### config.mk
export PLATFORM = sky130hd
export DESIGN_NAME = timer_clock_select_flat
export DESIGN_NICKNAME = d
export VERILOG_FILES = /design/src/rtl/timer_clock_select_if.sv /design/src/rtl/timer_clock_select.sv /design/src/flat_wrapper.sv
export SDC_FILE = /design/constraint.sdc
export NUM_CORES = 1
export LEC_CHECK = 0
export CORE_MARGIN = 2
export CORE_UTILIZATION = 50
export DETAILED_ROUTE_END_ITERATION = 6
export PLACE_DENSITY = 0.92
export SLEW_MARGIN = 40
export SYNTH_ARGS = -nofsm -noshare
export SYNTH_HDL_FRONTEND = slang
export SYNTH_SLANG_ARGS = --single-unit
export TNS_END_PERCENT = 5
### constraint.sdc
create_clock -name Clock -period 3.1 [get_ports Clock]
set_clock_uncertainty 0.2 [all_clocks]
set_input_delay 0.62 -clock Clock [delete_from_list [all_inputs] [get_ports Clock]]
set_output_delay 0.62 -clock Clock [all_outputs]
set_load 0.005 [all_outputs]
### src/rtl/timer_clock_select_if.sv
// Control and count-output bundle between the timer control register, the clock
// select/prescaler unit and the 8-bit timer counter.
interface timer_clock_select_if #(
    parameter int PRESCALER_WIDTH = 10
);
    logic [2:0]                 ClockSelect;
    logic                       CascadeEnable;
    logic                       CascadeEvent;
    logic                       PrescalerReset;
    logic                       ExtPin;
    logic                       CountTick;
    logic [PRESCALER_WIDTH-1:0] PrescalerValue;

    modport master (
        output ClockSelect,
        output CascadeEnable,
        output CascadeEvent,
        output PrescalerReset,
        output ExtPin,
        input  CountTick,
        input  PrescalerValue
    );

    modport slave (
        input  ClockSelect,
        input  CascadeEnable,
        input  CascadeEvent,
        input  PrescalerReset,
        input  ExtPin,
        output CountTick,
        output PrescalerValue
    );
endinterface

### src/rtl/timer_clock_select.sv
// Clock-source and prescaler unit: turns the selected source (prescaled clock,
// synchronised T pin edge or cascade event) into a single-cycle CountTick.
module timer_clock_select #(
    parameter int PRESCALER_WIDTH = 10,
    parameter int SYNC_STAGES     = 2
) (
    input  logic                 Clock,
    input  logic                 ResetN,
    timer_clock_select_if.slave  bus
);

    localparam int ARM_COUNT = SYNC_STAGES + 1;
    localparam int ARM_W     = $clog2(ARM_COUNT + 1);
    localparam logic [ARM_W-1:0] ARM_LAST = ARM_W'(ARM_COUNT);
    localparam logic [ARM_W-1:0] ARM_ONE  = ARM_W'(1);
    localparam logic [PRESCALER_WIDTH-1:0] PRESCALER_ONE = PRESCALER_WIDTH'(1);

    logic [PRESCALER_WIDTH-1:0] prescaler_r;
    logic [SYNC_STAGES-1:0]     sync_r;
    logic                       ext_hist_r;
    logic                       casc_hist_r;
    logic [ARM_W-1:0]           arm_r;
    logic                       tick_r;

    logic                       stopped_s;
    logic                       armed_s;
    logic                       ext_rise_s;
    logic                       ext_fall_s;
    logic                       casc_rise_s;
    logic                       tick_next_s;

    assign stopped_s   = (bus.ClockSelect == 3'b000) && !bus.CascadeEnable;
    assign armed_s     = (arm_r == ARM_LAST);
    assign ext_rise_s  = sync_r[SYNC_STAGES-1] & ~ext_hist_r & armed_s;
    assign ext_fall_s  = ~sync_r[SYNC_STAGES-1] & ext_hist_r & armed_s;
    assign casc_rise_s = bus.CascadeEvent & ~casc_hist_r;

    // Tick source selection; prescaled taps fire when the low k prescaler bits are all ones
    always_comb begin
        tick_next_s = 1'b0;
        if (bus.CascadeEnable) begin
            tick_next_s = casc_rise_s;
        end else begin
            case (bus.ClockSelect)
                3'b000:  tick_next_s = 1'b0;
                3'b001:  tick_next_s = 1'b1;
                3'b010:  tick_next_s = (&prescaler_r[2:0]) && !bus.PrescalerReset;
                3'b011:  tick_next_s = (&prescaler_r[5:0]) && !bus.PrescalerReset;
                3'b100:  tick_next_s = (&prescaler_r[7:0]) && !bus.PrescalerReset;
                3'b101:  tick_next_s = (&prescaler_r[9:0]) && !bus.PrescalerReset;
                3'b110:  tick_next_s = ext_fall_s;
                3'b111:  tick_next_s = ext_rise_s;
                default: tick_next_s = 1'b0;
            endcase
        end
    end

    // All state: prescaler, pin synchroniser/history, cascade history, arm counter, tick
    always_ff @(posedge Clock) begin
        if (!ResetN) begin
            prescaler_r <= '0;
            sync_r      <= '0;
            ext_hist_r  <= 1'b0;
            casc_hist_r <= 1'b0;
            arm_r       <= '0;
            tick_r      <= 1'b0;
        end else begin
            if (bus.PrescalerReset) begin
                prescaler_r <= '0;
            end else if (stopped_s) begin
                prescaler_r <= prescaler_r;
            end else begin
                prescaler_r <= prescaler_r + PRESCALER_ONE;
            end
            // Synchroniser and histories run in every mode so mode switches see no stale edge
            sync_r      <= {sync_r[SYNC_STAGES-2:0], bus.ExtPin};
            ext_hist_r  <= sync_r[SYNC_STAGES-1];
            casc_hist_r <= bus.CascadeEvent;
            if (armed_s) begin
                arm_r <= arm_r;
            end else begin
                arm_r <= arm_r + ARM_ONE;
            end
            tick_r <= tick_next_s;
        end
    end

    assign bus.CountTick      = tick_r;
    assign bus.PrescalerValue = prescaler_r;

endmodule

### src/flat_wrapper.sv
// flat-port wrapper written by rule: the top's interface ports become plain ports
module timer_clock_select_flat 
#(
    parameter int PRESCALER_WIDTH = 10,
    parameter int SYNC_STAGES     = 2
)
  (Clock, ResetN, bus_ClockSelect, bus_CascadeEnable, bus_CascadeEvent, bus_PrescalerReset, bus_ExtPin, bus_CountTick, bus_PrescalerValue);
  timer_clock_select_if #(.PRESCALER_WIDTH(PRESCALER_WIDTH)) bus_i ();
  input  logic Clock;
  input  logic ResetN;
  input wire logic [$bits(bus_i.ClockSelect)-1:0] bus_ClockSelect;
  input wire logic [$bits(bus_i.CascadeEnable)-1:0] bus_CascadeEnable;
  input wire logic [$bits(bus_i.CascadeEvent)-1:0] bus_CascadeEvent;
  input wire logic [$bits(bus_i.PrescalerReset)-1:0] bus_PrescalerReset;
  input wire logic [$bits(bus_i.ExtPin)-1:0] bus_ExtPin;
  output wire logic [$bits(bus_i.CountTick)-1:0] bus_CountTick;
  output wire logic [$bits(bus_i.PrescalerValue)-1:0] bus_PrescalerValue;
  assign bus_i.ClockSelect = bus_ClockSelect;
  assign bus_i.CascadeEnable = bus_CascadeEnable;
  assign bus_i.CascadeEvent = bus_CascadeEvent;
  assign bus_i.PrescalerReset = bus_PrescalerReset;
  assign bus_i.ExtPin = bus_ExtPin;
  assign bus_CountTick = bus_i.CountTick;
  assign bus_PrescalerValue = bus_i.PrescalerValue;
  timer_clock_select #(.PRESCALER_WIDTH(PRESCALER_WIDTH), .SYNC_STAGES(SYNC_STAGES)) u_core (.Clock(Clock), .ResetN(ResetN), .bus(bus_i));
endmodule
* Word level (Yosys, flattened, before mapping) *
Cells that the tools add are included.

cells by class
  add/sub/neg operators = 2
  equality and inequality tests = 8
  muxes and demuxes = 2
  bitwise logic cells = 9
  reduce and logical (&&, ||, !) cells = 13

operator list
  cell                                                                    count
  3-bit equality test (second input constant)                             4
  10-bit by 1-bit adder with 10-bit output (second input constant)        1
  10-bit AND reduction                                                    1
  1-bit one-hot mux with 8 select lines                                   1
  8-bit AND reduction                                                     1
  3-bit by 2-bit equality test with 1-bit output (second input constant)  2
  6-bit AND reduction                                                     1
  1-bit bitwise AND                                                       5
  1-bit logical AND                                                       5
  1-bit NOT                                                               4
  3-bit by 1-bit equality test with 1-bit output (second input constant)  1
  3-bit zero test                                                         1
  3-bit AND reduction                                                     1
  2-bit by 1-bit adder with 2-bit output (second input constant)          1
  2-bit equality test (second input constant)                             1
  1-bit zero test                                                         2
  2-bit OR reduction                                                      1
  1-bit two-way mux                                                       1

word-level totals
  register bits = 17
  input bits = 9
  output and inout bits = 11
  logic and storage cells = 40

* Logic depth before layout (Yosys ltp) *
Gate-level depths: netlist of run 1.

  depth in word-level cells = 5
  gate-level depth with buffers = 6
  mapped depth without buffers = 6

* Worst setup path before layout of run 1 *
Ideal clock, no wire load.

  path kind = input to register
  start point = input port bus_CascadeEnable
  end point = register u_core.prescaler_r[9] (netlist: u_core.bus.PrescalerValue[9])
  library setup time = 123 ps
  arrival = 1558 ps
  setup slack = 1219 ps
  stages on the path = 4
  cells stage by stage = nor4_4 -> nor4_4 -> nand4_1 -> mux2_1

on the way
  cells in the longest elaborated chain, start to end = 2

ends and longest elaborated chain
  element                 RTL line                  RTL
  start: declaration      flat_wrapper.sv:12        input wire logic [$bits(bus_i.CascadeEnable)-1:0] bus_CascadeEnable;
  1-bit zero test         timer_clock_select.sv:32  assign stopped_s = (bus.ClockSelect == 3'b000) && !bus.CascadeEnable;
  1-bit logical AND       timer_clock_select.sv:32
  end signal: assignment  timer_clock_select.sv:71  prescaler_r <= prescaler_r;
  end signal: assignment  timer_clock_select.sv:73  prescaler_r <= prescaler_r + PRESCALER_ONE;
  end: declaration        timer_clock_select.sv:18  logic [PRESCALER_WIDTH-1:0] prescaler_r;

No other way between the ends.
A chain may end at the register's enable or synchronous reset.

* Worst setup path after layout of run 1 *
  start point = input port bus_ClockSelect[0]
  end point = register u_core.prescaler_r[9] (netlist: u_core.bus.PrescalerValue[9])

on the way
  cells in the longest elaborated chain, start to end = 2

ends and longest elaborated chain
  element             RTL line                  RTL
  start: declaration  flat_wrapper.sv:11        input wire logic [$bits(bus_i.ClockSelect)-1:0] bus_ClockSelect;
  3-bit zero test     timer_clock_select.sv:32
  1-bit logical AND   timer_clock_select.sv:32

No other way between the ends.

==> out/qor_table.md, run 1 <==
| Group | Quantity | Value |
|---|---|---|
| run status | Status | finished, final reports clean |
| cells and area | Multi-input gate area | 470.5 µm² |
| cells and area | Fillers | 120 |
| setup path | Setup slack, reg-to-reg | 1150 ps |
| cells and area | Fraction of final layout cells sized beyond drive strength 1 | 6.364% |
| timing | Final Hold Slack | 242.9 ps |
| logic synthesis | Sequential area share after synthesis | 41.40% |
| setup path | Timing endpoint of the critical path | u_core.bus.PrescalerValue[9] |
| global route | Antenna violations before repair | 0 |
| global route | Largest net degree at the start of global routing | 13 |
| logic synthesis | Top cell types by occurrence after synthesis | sky130_fd_sc_hd__dfxtp_1 (17), sky130_fd_sc_hd__nor2_1 (10), sky130_fd_sc_hd__nand2_1 (9) |
| floorplan | DIE HEIGHT | 44.55 µm |
| setup path | Highest net fanout along the worst path | 8 |
| timing | Worst Max-Slew Pin Slew | 485.5 ps |
| timing | Maximum clock rate | 0.4369 GHz |
| timing | Unrepaired setup endpoints after global routing | false |
| cells and area | NumNets Final | 123 |
| cells and area | Area of all sequential standard cells | 340.3 µm² |
| routing | Post-detailed-route count of antenna-violating nets | 0 |
| clock network | Number of gates resized after CTS | 0 |
| place | Placed wire-length estimate | 1265 µm |
| timing | Number of hold violations in the final report | 0 |
| routing | DRC violation count after routing | 0 |
| logic synthesis | Fraction of registers with async set/reset | 0% |
| setup path | Reg2Reg Launch Point | u_core.bus.PrescalerValue[0] |
| timing | Fin. max-slew vios | 0 |
| logic synthesis | Per-instance average area after synthesis | 9.341 µm² |
| floorplan | Num rows | 14 |
| setup path | Crit path capture type | flop |
| worst hold path | Count of cells along the worst hold path | 1 |
| logic synthesis | Most common cell in the synthesized netlist | sky130_fd_sc_hd__dfxtp_1 |
| floorplan | Ports placed on the boundary | 20 |
| routing | Routed wire length per instance | 13.47 µm |
| clock network | Clock tree root driver cell | sky130_fd_sc_hd__clkbuf_4 |
| logic synthesis | Synthesized Nets | 100 |
| clock network | Num Clock Sinks | 17 |
| clock network | Num CTS Buffers | 3 |
| routing | Via count | 732 |
| cells and area | Area growth from synthesis to layout | 28.46% |
| global route | Overall track demand over capacity in global routing | 20.13% |
| place | Port-buffer cells | 19 |
| power | Highest ir drop seen on vdd | 0.2871 mV |
| logic synthesis | Top flip-flop cell by instance count after synthesis | sky130_fd_sc_hd__dfxtp_1 |
| setup path | Data arrival time of the critical path | 2280 ps |
| setup path | Count of cells along the worst register-to-register path | 6 |
| routing | Iteration-0 DRC count of the detailed router | 13 |
| clock network | Clock latency at the later pin of the worst-skew pair | 290 ps |
| floorplan | Core region area | 1524 µm² |
| routing | Routed wire length | 1697 µm |
| logic synthesis | EDFF count, synth | 0 |
| timing | Sum of negative setup slack | 0 ps |
| setup path | Category of the worst setup path launch point | input pin |
| routing | Drt pass-1 iters | 4 |
| global route | Congestion Overflow GR | 0 |
| clock network | Buffer levels on the longest clock path | 2 |
| timing | Tightest slew margin relative to the limit | 67.39% |
| logic synthesis | Number of library cell types mapped by synthesis | 31 |
| flow run | Number of violations of the max-capacitance limit | 0 |
| setup path | Worst EP required | 3090 ps |
| place | Post-DP Area | 1028 µm² |
| clock network | Clock slew at the register clock pins of the worst setup and hold paths | 100 ps |
| global route | Number of global-route vias before repair | 667 |
| logic synthesis | Most area-consuming cells after synthesis | sky130_fd_sc_hd__dfxtp_1 (41%), sky130_fd_sc_hd__xnor2_1 (6.4%), sky130_fd_sc_hd__nor4_4 (5.2%), sky130_fd_sc_hd__ha_1 (4.6%), sky130_fd_sc_hd__nor2_1 (4.6%) |
| global route | Wire length of the first global-routing pass | 2842 µm |
| power | Static Leak | 0.3549 nW |
| clock network | Setup fix buffers added after clock tree synthesis | 0 |
| floorplan | Floorplan die area | 1984 µm² |
| setup path | Class of the most critical setup path | input pin to flop |
| routing | Via density per instance | 5.810 |
| timing | Setup violations, final | 0 |
| logic synthesis | Synthesized area | 822.0 µm² |
| setup path | Start point of the critical path | bus_ClockSelect[0] |
| clock network | # H-tree levels | 1 |
| clock network | Number of hold buffers added after CTS | 0 |
| setup path | Worst R2R End | u_core.bus.CountTick |
| clock network | TritonCTS clock tree | yes |
| power | Power density of the placed cells | 388.1 nW/µm² |
| timing | Final worst path period share | 73.83% |
| floorplan | Die Width | 44.55 µm |
| logic synthesis | Cell count after synthesis | 88 |
| cells and area | Final instance area | 1056 µm² |
| timing | Minimum clock period | 2289 ps |
| place | Global placer's final weighted congestion | 0.7917 |
| worst hold path | Path type of the worst min-delay path | flop to flop |
| logic synthesis | Post-synthesis cell type with the largest combined area | sky130_fd_sc_hd__dfxtp_1 |
| cells and area | # diodes | 0 |
| logic synthesis | #FFs+latches synth | 17 |
| floorplan | Initial Util | 53.94% |
| power | Sum of internal, switching and leakage power | 0.4098 mW |
| logic synthesis | Warning count from the yosys run | 0 |
| logic synthesis | Yosys top cell area share | 41.40% |
stage by stage:
step	setup slack, ps	util (%)	instances
2_1_floorplan	1219	-	88
3_3_place_gp	573.0	67.49	122
3_5_place_dp	530.2	67.49	122
4_1_cts	843.8	69.29	126
5_1_grt	733.2	69.29	126
6_report	811.3	69.29	126
report_power, final:
part | internal, mW | leakage, nW | switching (mW)
sequential | 0.228 | 0.139 | 0.00738
clock | 0.0481 | 0.0177 | 0.0720
combinational | 0.0294 | 0.198 | 0.0245
state kept, by name, summed over array words and instances (netlist names):
name                       count
u_core.bus.CountTick           1
u_core.sync_r                  2
u_core.ext_hist_r              1
u_core.arm_r                   2
u_core.bus.PrescalerValue     10
u_core.casc_hist_r             1
cell usage in the layout, fill, tap and decap left out, drive strengths merged, types with 5 or more instances in the layout:
| cell | Yosys | routed |
|---|---|---|
| clkdlybuf4s50 | 0 | 19 |
| dfxtp | 17 | 17 |
| nor2 | 10 | 10 |
| nand2 | 9 | 9 |
| xnor2 | 6 | 6 |
| and2 | 5 | 5 |
cell type report:
cell class | count | area share (%)
multi-input combinational | 68 | 44.55
sequential | 17 | 32.23
timing repair buffer | 19 | 18.01
clock buffer | 3 | 2.133
tap | 16 | 1.896
inverter | 2 | 0.7109
clock inverter | 1 | 0.4739
per-layer routing:
metal  routed length, µm  vias up  global-route usage (%)
li1                    -      358                       -
met4                  26        0                   14.55
met3                  99        2                   4.898
met2                 822       22                   31.30
met1                 749      350                   23.93
met5                   0        -                       0
worst max-delay path, stage by stage:
cell	delay [ps]
sky130_fd_sc_hd__clkdlybuf4s50_1	560
sky130_fd_sc_hd__nor4_4	540
sky130_fd_sc_hd__nor4_4	110
sky130_fd_sc_hd__nand4_1	120
sky130_fd_sc_hd__mux2_1	320
kinds of logic after synthesis:
group,count (synthesis),synth area share [%]
AND/OR/NAND/NOR,45,33.18
flip-flops,17,41.40
AO/OA/AOI/OAI,11,9.439
XOR/XNOR,7,7.458
buffers and inverters,3,1.370
adder cells (fa/ha/maj),3,4.567
multiplexers,2,2.587
worst min-delay path by stage:
stage                          start               end  slack (ps)
detailed placement  u_core.sync_r[0]  u_core.sync_r[1]         220
finish              u_core.sync_r[0]  u_core.sync_r[1]         240
CTS                 u_core.sync_r[0]  u_core.sync_r[1]         240
global route        u_core.sync_r[0]  u_core.sync_r[1]         260
global placement    u_core.sync_r[0]  u_core.sync_r[1]         220
floorplan           u_core.sync_r[0]  u_core.sync_r[1]         210
Note: power is estimated with default switching activity, not from simulation.
==> inputs of run 2 (changes only) <==
--- a/config.mk
+++ b/config.mk
@@ -5,10 +5,11 @@
 export SDC_FILE = /design/constraint.sdc
 export NUM_CORES = 1
 export LEC_CHECK = 0
+export CORE_ASPECT_RATIO = 1.4
 export CORE_MARGIN = 2
-export CORE_UTILIZATION = 50
+export CORE_UTILIZATION = 42
 export DETAILED_ROUTE_END_ITERATION = 6
-export PLACE_DENSITY = 0.92
+export PLACE_DENSITY = 0.83
 export SLEW_MARGIN = 40
 export SYNTH_ARGS = -nofsm -noshare
 export SYNTH_HDL_FRONTEND = slang
==> constraint.sdc (replaced) <==
create_clock -name Clock -period 2 [get_ports Clock]
set_clock_uncertainty 0.2 [all_clocks]
set_input_delay 0.4 -clock Clock [delete_from_list [all_inputs] [get_ports Clock]]
set_output_delay 0.4 -clock Clock [all_outputs]
set_load 0.005 [all_outputs]
==> run 2 against run 1 <==
Sequential power increased by 53%. Worst setup slack got worse by 720 ps. First-iteration DRC count decreased by 46%. Utilization decreased by 5.9 points. Count of clock-buffer cells in the layout unchanged. Die area increased by 18%. Critical path depth unchanged. Cell count increased by 11%. Clock power increased by 57%. Cell area increased by 8.2%. Worst hold slack improved by 13 ps. Critical endpoint unchanged. Largest power group unchanged.
==> out/qor_table.md, run 2 (synthesized netlist as in run 1, its figures left out) <==
| Group | Quantity | Value |
|---|---|---|
| run status | Status | finished, final reports clean |
| clock network | Clock tree root driver cell | sky130_fd_sc_hd__clkbuf_4 |
| floorplan | Num rows | 18 |
| clock network | Num Clock Sinks | 17 |
| clock network | Num CTS Buffers | 3 |
| global route | Largest net degree at the start of global routing | 11 |
| routing | Drt pass-1 iters | 4 |
| global route | Antenna violations before repair | 0 |
| timing | Minimum clock period | 1907 ps |
| cells and area | Top library cells by usage in the layout, fill and taps aside | sky130_fd_sc_hd__clkdlybuf4s50_1 (19), sky130_fd_sc_hd__dfxtp_1 (17), sky130_fd_sc_hd__nor2_1 (10), sky130_fd_sc_hd__buf_4 (10), sky130_fd_sc_hd__nand2_1 (9) |
| place | Placed wire-length estimate | 1500 µm |
| timing | Sum of negative setup slack | 0 ps |
| floorplan | Ports placed on the boundary | 20 |
| setup path | Worst EP required | 1990 ps |
| floorplan | DIE HEIGHT | 56.35 µm |
| timing | Maximum clock rate | 0.5243 GHz |
| timing | Fin. max-slew vios | 0 |
| timing | Setup violations, final | 0 |
| routing | Post-detailed-route count of antenna-violating nets | 0 |
| routing | Via density per instance | 5.457 |
| global route | Number of global-route vias before repair | 794 |
| routing | Iteration-0 DRC count of the detailed router | 7 |
| cells and area | Fraction of final layout cells sized beyond drive strength 1 | 15.00% |
| worst hold path | Path type of the worst min-delay path | flop to flop |
| timing | Worst Max-Slew Pin Slew | 333.8 ps |
| power | Sequential cell fraction of total power | 55.7% |
| global route | Wire length of the first global-routing pass | 3236 µm |
| power | Sum of internal, switching and leakage power | 0.6507 mW |
| power | Combinational fraction of design power | 15.4% |
| setup path | Chain of cells forming the critical path | clkdlybuf4s50_1 > nor4_4 > nor4_4 > nand4_1 > mux2_1 |
| worst hold path | Hold Crit Start | u_core.sync_r[0] |
| timing | Number of hold violations in the final report | 0 |
| cells and area | Number of flip-flops in the largest register | 10 |
| power | Switch Pwr | 0.1658 mW |
| clock network | Buffer levels on the longest clock path | 2 |
| timing | Tightest slew margin relative to the limit | 77.54% |
| cells and area | Commonest non-fill, non-tap cell in the layout | sky130_fd_sc_hd__clkdlybuf4s50_1 |
| power | Power density of the placed cells | 569.7 nW/µm² |
| floorplan | Die Width | 41.39 µm |
| routing | Via count | 764 |
| setup path | Max stage delay cell, worst path | sky130_fd_sc_hd__clkdlybuf4s50_1 |
| cells and area | NumNets Final | 133 |
| setup path | Critical path's most frequent cell | sky130_fd_sc_hd__nor4_4 |
| clock network | # H-tree levels | 1 |
| setup path | Setup slack, reg-to-reg | 250 ps |
| power | Fraction of power consumed by the clock network | 28.9% |
| place | Global placer's final weighted congestion | 0.7244 |
| routing | DRC violation count after routing | 0 |
| worst hold path | Count of cells along the worst hold path | 1 |
| place | Placed Cells incl. Taps | 136 |
| global route | Congestion Overflow GR | 0 |
| timing | Unrepaired setup endpoints after global routing | false |
| cells and area | Area growth from synthesis to layout | 38.97% |
| floorplan | Floorplan die area | 2332 µm² |
| setup path | Highest cell delay on the worst timing path | 610 ps |
| cells and area | Final standard cell count with taps included and fillers excluded | 140 |
| setup path | Category of the worst setup path launch point | input pin |
| clock network | Clock latency at the later pin of the worst-skew pair | 300 ps |
| worst hold path | Hold Crit Endpoint | u_core.sync_r[1] |
| flow run | Number of violations of the max-capacitance limit | 0 |
| setup path | Highest net fanout along the worst path | 7 |
| clock network | Setup fix buffers added after clock tree synthesis | 0 |
| setup path | Crit path capture type | flop |
| clock network | Clock slew at the register clock pins of the worst setup and hold paths | 100 ps |
| place | Setup Slack @ Placement | -238.9 ps |
| timing | Final Worst Setup Slack | 92.84 ps |
| setup path | Count of cells along the worst register-to-register path | 4 |
| power | Fraction of power spent switching nets | 25.47% |
| setup path | Reg2Reg Launch Point | u_core.bus.PrescalerValue[2] |
| clock network | TritonCTS clock tree | yes |
| global route | Overall track demand over capacity in global routing | 20.07% |
| power | Static Leak | 0.4035 nW |
| routing | Routed wire length per instance | 13.33 µm |
| floorplan | Core region area | 1802 µm² |
| power | Internal Dissipation | 0.4850 mW |
| cells and area | # diodes | 0 |
| setup path | Worst R2R End | u_core.bus.PrescalerValue[9] |
| place | Port-buffer cells | 19 |
| setup path | Class of the most critical setup path | input pin to flop |
| setup path | Data arrival time of the critical path | 1900 ps |
| power | Highest ir drop seen on vdd | 0.4938 mV |
| timing | Final worst path period share | 95.36% |
| floorplan | Initial Util | 45.62% |
| routing | Routed wire length | 1866 µm |
[run 2: changes by cell type in the layout (fill, tap and decap cells not counted)]
| cell | change |
|---|---|
| sky130_fd_sc_hd__nor4b_1 | -1 |
| sky130_fd_sc_hd__nor4b_2 | +1 |
| sky130_fd_sc_hd__buf_4 | +10 |
[run 2: timing repair]
item,CTS,global route
resized for setup,0,1
hold buffers,0,0
endpoints found under the setup margin,0,1
[run 2: cell type report]
cell class	count	area [µm²]
Clock buffer	3	22.52
Clock inverter	1	5.005
Fill cell	173	659.4
Inverter	2	7.507
Multi-Input combinational cell	68	476.7
Sequential cell	17	340.3
Tap cell	20	25.02
Timing Repair Buffer	29	265.3
[run 2: critical path, delay by kind of cell]
kind	cells	cell delay [ps]
mux	1	320
buf+inv	1	610
simple gates	3	570
[run 2: power groups by stage]
stage / clock network (mW) / logic (mW) / registers (mW)
2_1_floorplan: 0 / 0.0442 / 0.371
3_3_place_gp: 0 / 0.0954 / 0.369
3_5_place_dp: 0 / 0.100 / 0.370
4_1_cts: 0.190 / 0.101 / 0.362
5_1_grt: 0.207 / 0.112 / 0.365
6_report: 0.188 / 0.100 / 0.362
[run 2: worst max-delay path by stage]
stage                                             from                            to  slack (ps)  cells after the start
after global placement              bus_ClockSelect[0]  u_core.bus.PrescalerValue[0]        -150                      5
after global routing      u_core.bus.PrescalerValue[0]         bus_PrescalerValue[0]           9                      2
final                               bus_ClockSelect[0]  u_core.bus.PrescalerValue[9]          90                      5
after floorplan           u_core.bus.PrescalerValue[0]          u_core.bus.CountTick         340                      6
after CTS                           bus_ClockSelect[0]  u_core.bus.PrescalerValue[6]          70                      6
after detailed placement            bus_ClockSelect[0]  u_core.bus.PrescalerValue[9]        -240                      5
[run 2: stage by stage]
stage,hold slack [ps],cell area (µm²),util (%)
floorplan,211.8,822.0,-
global placement,220.5,1109,61.53
detailed placement,227.4,1109,61.53
CTS,260.8,1136,63.06
global route,274.5,1142,63.40
finish,255.7,1142,63.40
[run 2: layer usage]
| layer | GRT usage (%) | share of wire, % |
|---|---|---|
| met5 | 0 | 0 |
| met4 | 9.677 | 2.4 |
| met3 | 3.557 | 4.4 |
| met2 | 34.82 | 56 |
| met1 | 21.23 | 37 |
==> inputs of run 3 (changes only) <==
--- a/config.mk
+++ b/config.mk
@@ -5,11 +5,13 @@
 export SDC_FILE = /design/constraint.sdc
 export NUM_CORES = 1
 export LEC_CHECK = 0
+export CELL_PAD_IN_SITES_DETAIL_PLACEMENT = 0
+export CELL_PAD_IN_SITES_GLOBAL_PLACEMENT = 1
 export CORE_ASPECT_RATIO = 1.4
 export CORE_MARGIN = 2
-export CORE_UTILIZATION = 42
+export CORE_UTILIZATION = 32
 export DETAILED_ROUTE_END_ITERATION = 6
-export PLACE_DENSITY = 0.83
+export PLACE_DENSITY = 0.84
 export SLEW_MARGIN = 40
 export SYNTH_ARGS = -nofsm -noshare
 export SYNTH_HDL_FRONTEND = slang
==> run 3 against run 2 <==
Cell count up 9.3%. Register-to-register slack worse by 40 ps. Flip-flop and latch count unchanged. Worst hold slack worse by 6.9 ps. Wire length fell by 5.7%. Critical path type is now flop to output port. Critical endpoint is now bus_PrescalerValue[0]. Largest cell class unchanged.
==> out/qor_table.md, run 3 (synthesized netlist as in run 1, its figures left out) <==
| Group | Quantity | Value |
|---|---|---|
| run status | Status | finished, final reports clean |
| worst hold path | Hold Crit Start | u_core.sync_r[0] |
| power | Static Leak | 0.4103 nW |
| place | Port-buffer cells | 19 |
| floorplan | DIE HEIGHT | 63.97 µm |
| global route | Congestion Overflow GR | 0 |
| power | Power density of the placed cells | 558.7 nW/µm² |
| setup path | Crit path capture type | output port |
| setup path | Max stage delay cell, worst path | sky130_fd_sc_hd__clkdlybuf4s50_1 |
| floorplan | Floorplan die area | 2996 µm² |
| routing | DRC violation count after routing | 0 |
| routing | Routed wire length | 1759 µm |
| timing | Worst Max-Slew Pin Slew | 329.3 ps |
| timing | Final worst path period share | 94.57% |
| worst hold path | Path type of the worst min-delay path | flop to flop |
| cells and area | Fillers | 255 |
| setup path | Highest net fanout along the worst path | 6 |
| routing | Iteration-0 DRC count of the detailed router | 23 |
| timing | Minimum clock period | 1891 ps |
| timing | Maximum clock rate | 0.5287 GHz |
| floorplan | Ports placed on the boundary | 20 |
| worst hold path | Hold Crit Endpoint | u_core.sync_r[1] |
| routing | Via density per instance | 4.895 |
| setup path | Count of cells along the worst register-to-register path | 6 |
| setup path | Reg2Reg Launch Point | u_core.bus.PrescalerValue[0] |
| cells and area | Commonest non-fill, non-tap cell in the layout | sky130_fd_sc_hd__clkdlybuf4s50_1 |
| place | Placed Cells incl. Taps | 149 |
| global route | Largest net degree at the start of global routing | 10 |
| worst hold path | Count of cells along the worst hold path | 1 |
| power | Highest ir drop seen on vdd | 0.4530 mV |
| cells and area | Fraction of final layout cells sized beyond drive strength 1 | 13.45% |
| setup path | Chain of cells forming the critical path | buf_4 > clkdlybuf4s50_1 |
| clock network | Number of hold buffers added after CTS | 0 |
| setup path | Highest cell delay on the worst timing path | 500 ps |
| floorplan | Core region area | 2417 µm² |
| place | Global placer's final weighted congestion | 0.8691 |
| cells and area | Number of flip-flops in the largest register | 10 |
| timing | Fin. max-slew vios | 0 |
| clock network | # H-tree levels | 1 |
| setup path | Category of the worst setup path launch point | flop |
| cells and area | NumNets Final | 132 |
| clock network | Clock tree root driver cell | sky130_fd_sc_hd__clkbuf_4 |
| clock network | Clock slew at the register clock pins of the worst setup and hold paths | 100 ps |
| flow run | Number of violations of the max-capacitance limit | 0 |
| setup path | Largest delay contributor family on the critical path | buffers and inverters |
| global route | Overall track demand over capacity in global routing | 13.15% |
| cells and area | Area growth from synthesis to layout | 40.49% |
| clock network | Num Clock Sinks | 17 |
| clock network | Buffer levels on the longest clock path | 2 |
| routing | Drt pass-1 iters | 3 |
| floorplan | Num rows | 21 |
| clock network | Clock latency at the later pin of the worst-skew pair | 290 ps |
| setup path | Number of buffer and inverter instances along the worst setup path | 2 |
| global route | Antenna violations before repair | 0 |
| cells and area | Final instance area | 1155 µm² |
| setup path | Worst R2R End | u_core.bus.CountTick |
| setup path | Setup slack, reg-to-reg | 210 ps |
| timing | Tightest slew margin relative to the limit | 77.74% |
| routing | Via count | 749 |
| floorplan | Die Width | 46.84 µm |
| timing | Unrepaired setup endpoints after global routing | false |
| timing | Number of hold violations in the final report | 0 |
| setup path | Data arrival time of the critical path | 1290 ps |
| setup path | Worst EP required | 1400 ps |
| cells and area | Final standard cell count with taps included and fillers excluded | 153 |
| cells and area | Top library cells by usage in the layout, fill and taps aside | sky130_fd_sc_hd__clkdlybuf4s50_1 (18), sky130_fd_sc_hd__dfxtp_1 (17), sky130_fd_sc_hd__nor2_1 (10) |
| timing | Setup violations, final | 0 |
| routing | Routed wire length per instance | 11.50 µm |
| clock network | Setup fix buffers added after clock tree synthesis | 0 |
| floorplan | Initial Util | 34.01% |
| setup path | Class of the most critical setup path | flop to output port |
| global route | Wire length of the first global-routing pass | 3070 µm |
| clock network | Num CTS Buffers | 3 |
| place | Post-DP Area | 1119 µm² |
| cells and area | # diodes | 0 |
| global route | Number of global-route vias before repair | 733 |
| routing | Post-detailed-route count of antenna-violating nets | 0 |
| clock network | TritonCTS clock tree | yes |
## run 3: cell types whose count changed in the layout (fill, tap and decap cells not counted), sizes merged
cell,delta
clkinv,-1
clkdlybuf4s50,-1
dlymetal6s2s,+1
buf,-1
clkbuf,+1
## run 3: worst max-delay path by stage
stage,from,depth (start not counted),slack (ps),end
floorplan,u_core.bus.PrescalerValue[0],6,340,u_core.bus.CountTick
global placement,bus_ClockSelect[0],5,-180,u_core.bus.PrescalerValue[9]
detailed placement,bus_ClockSelect[0],5,-210,u_core.bus.PrescalerValue[9]
CTS,u_core.bus.PrescalerValue[0],2,100,bus_PrescalerValue[0]
global route,u_core.bus.PrescalerValue[0],6,60,u_core.bus.CountTick
finish,u_core.bus.PrescalerValue[0],2,110,bus_PrescalerValue[0]
## run 3: final cells by class
cell class                 count  area, µm²  share of cell area [%]
inverter                       2      7.507                  0.6501
tap                           34      42.54                   3.684
timing repair buffer          28      260.3                   22.54
clock buffer                   4      26.28                   2.275
sequential                    17      340.3                   29.47
multi-input combinational     68      478.0                   41.39
## run 3: timing repair
item | in CTS | in global routing
resized for setup | 0 | 2
setup endpoints to repair | 0 | 1
hold endpoints to repair | 0 | 0
## run 3: layer usage
metal | GRT usage [%] | routed length [µm] | share of wire (%) | up-vias
li1 | - | - | - | 380
met1 | 16.70 | 738 | 42 | 352
met2 | 23.12 | 949 | 54 | 15
met3 | 1.695 | 60 | 3.4 | 2
met4 | 2.083 | 10 | 0.57 | 0
met5 | 0 | 0 | 0 | -
## run 3: worst reg2reg max path, delay by kind of cell (launching register included)
| family | cells | cell delay [ps] |
|---|---|---|
| AO/OA/AOI/OAI | 2 | 490 |
| adder cells (fa/ha/maj) | 2 | 480 |
| flip-flops | 1 | 350 |
| AND/OR/NAND/NOR | 2 | 180 |
## run 3: report_power, final
group          leakage [nW]  total, mW  switching, mW  internal (mW)
Sequential            0.139      0.362        0.00766          0.354
Combinational         0.257     0.0982         0.0430         0.0552
Clock                0.0150      0.185          0.108         0.0775
## run 3: through the flow
stage                     total power [mW]  setup WS, ps  hold WS [ps]  utilization, %  setup TNS [ps]
final                               0.6452         108.5         248.8           47.77               0
after global routing                0.6799         64.56         293.2           47.77               0
after CTS                           0.6527         101.8         254.4           47.36               0
after global placement              0.4633        -175.3         220.0           46.27           -1092
after floorplan                     0.4149         335.2         211.8               -               0
after detailed placement            0.4678        -210.5         227.7           46.27           -1426
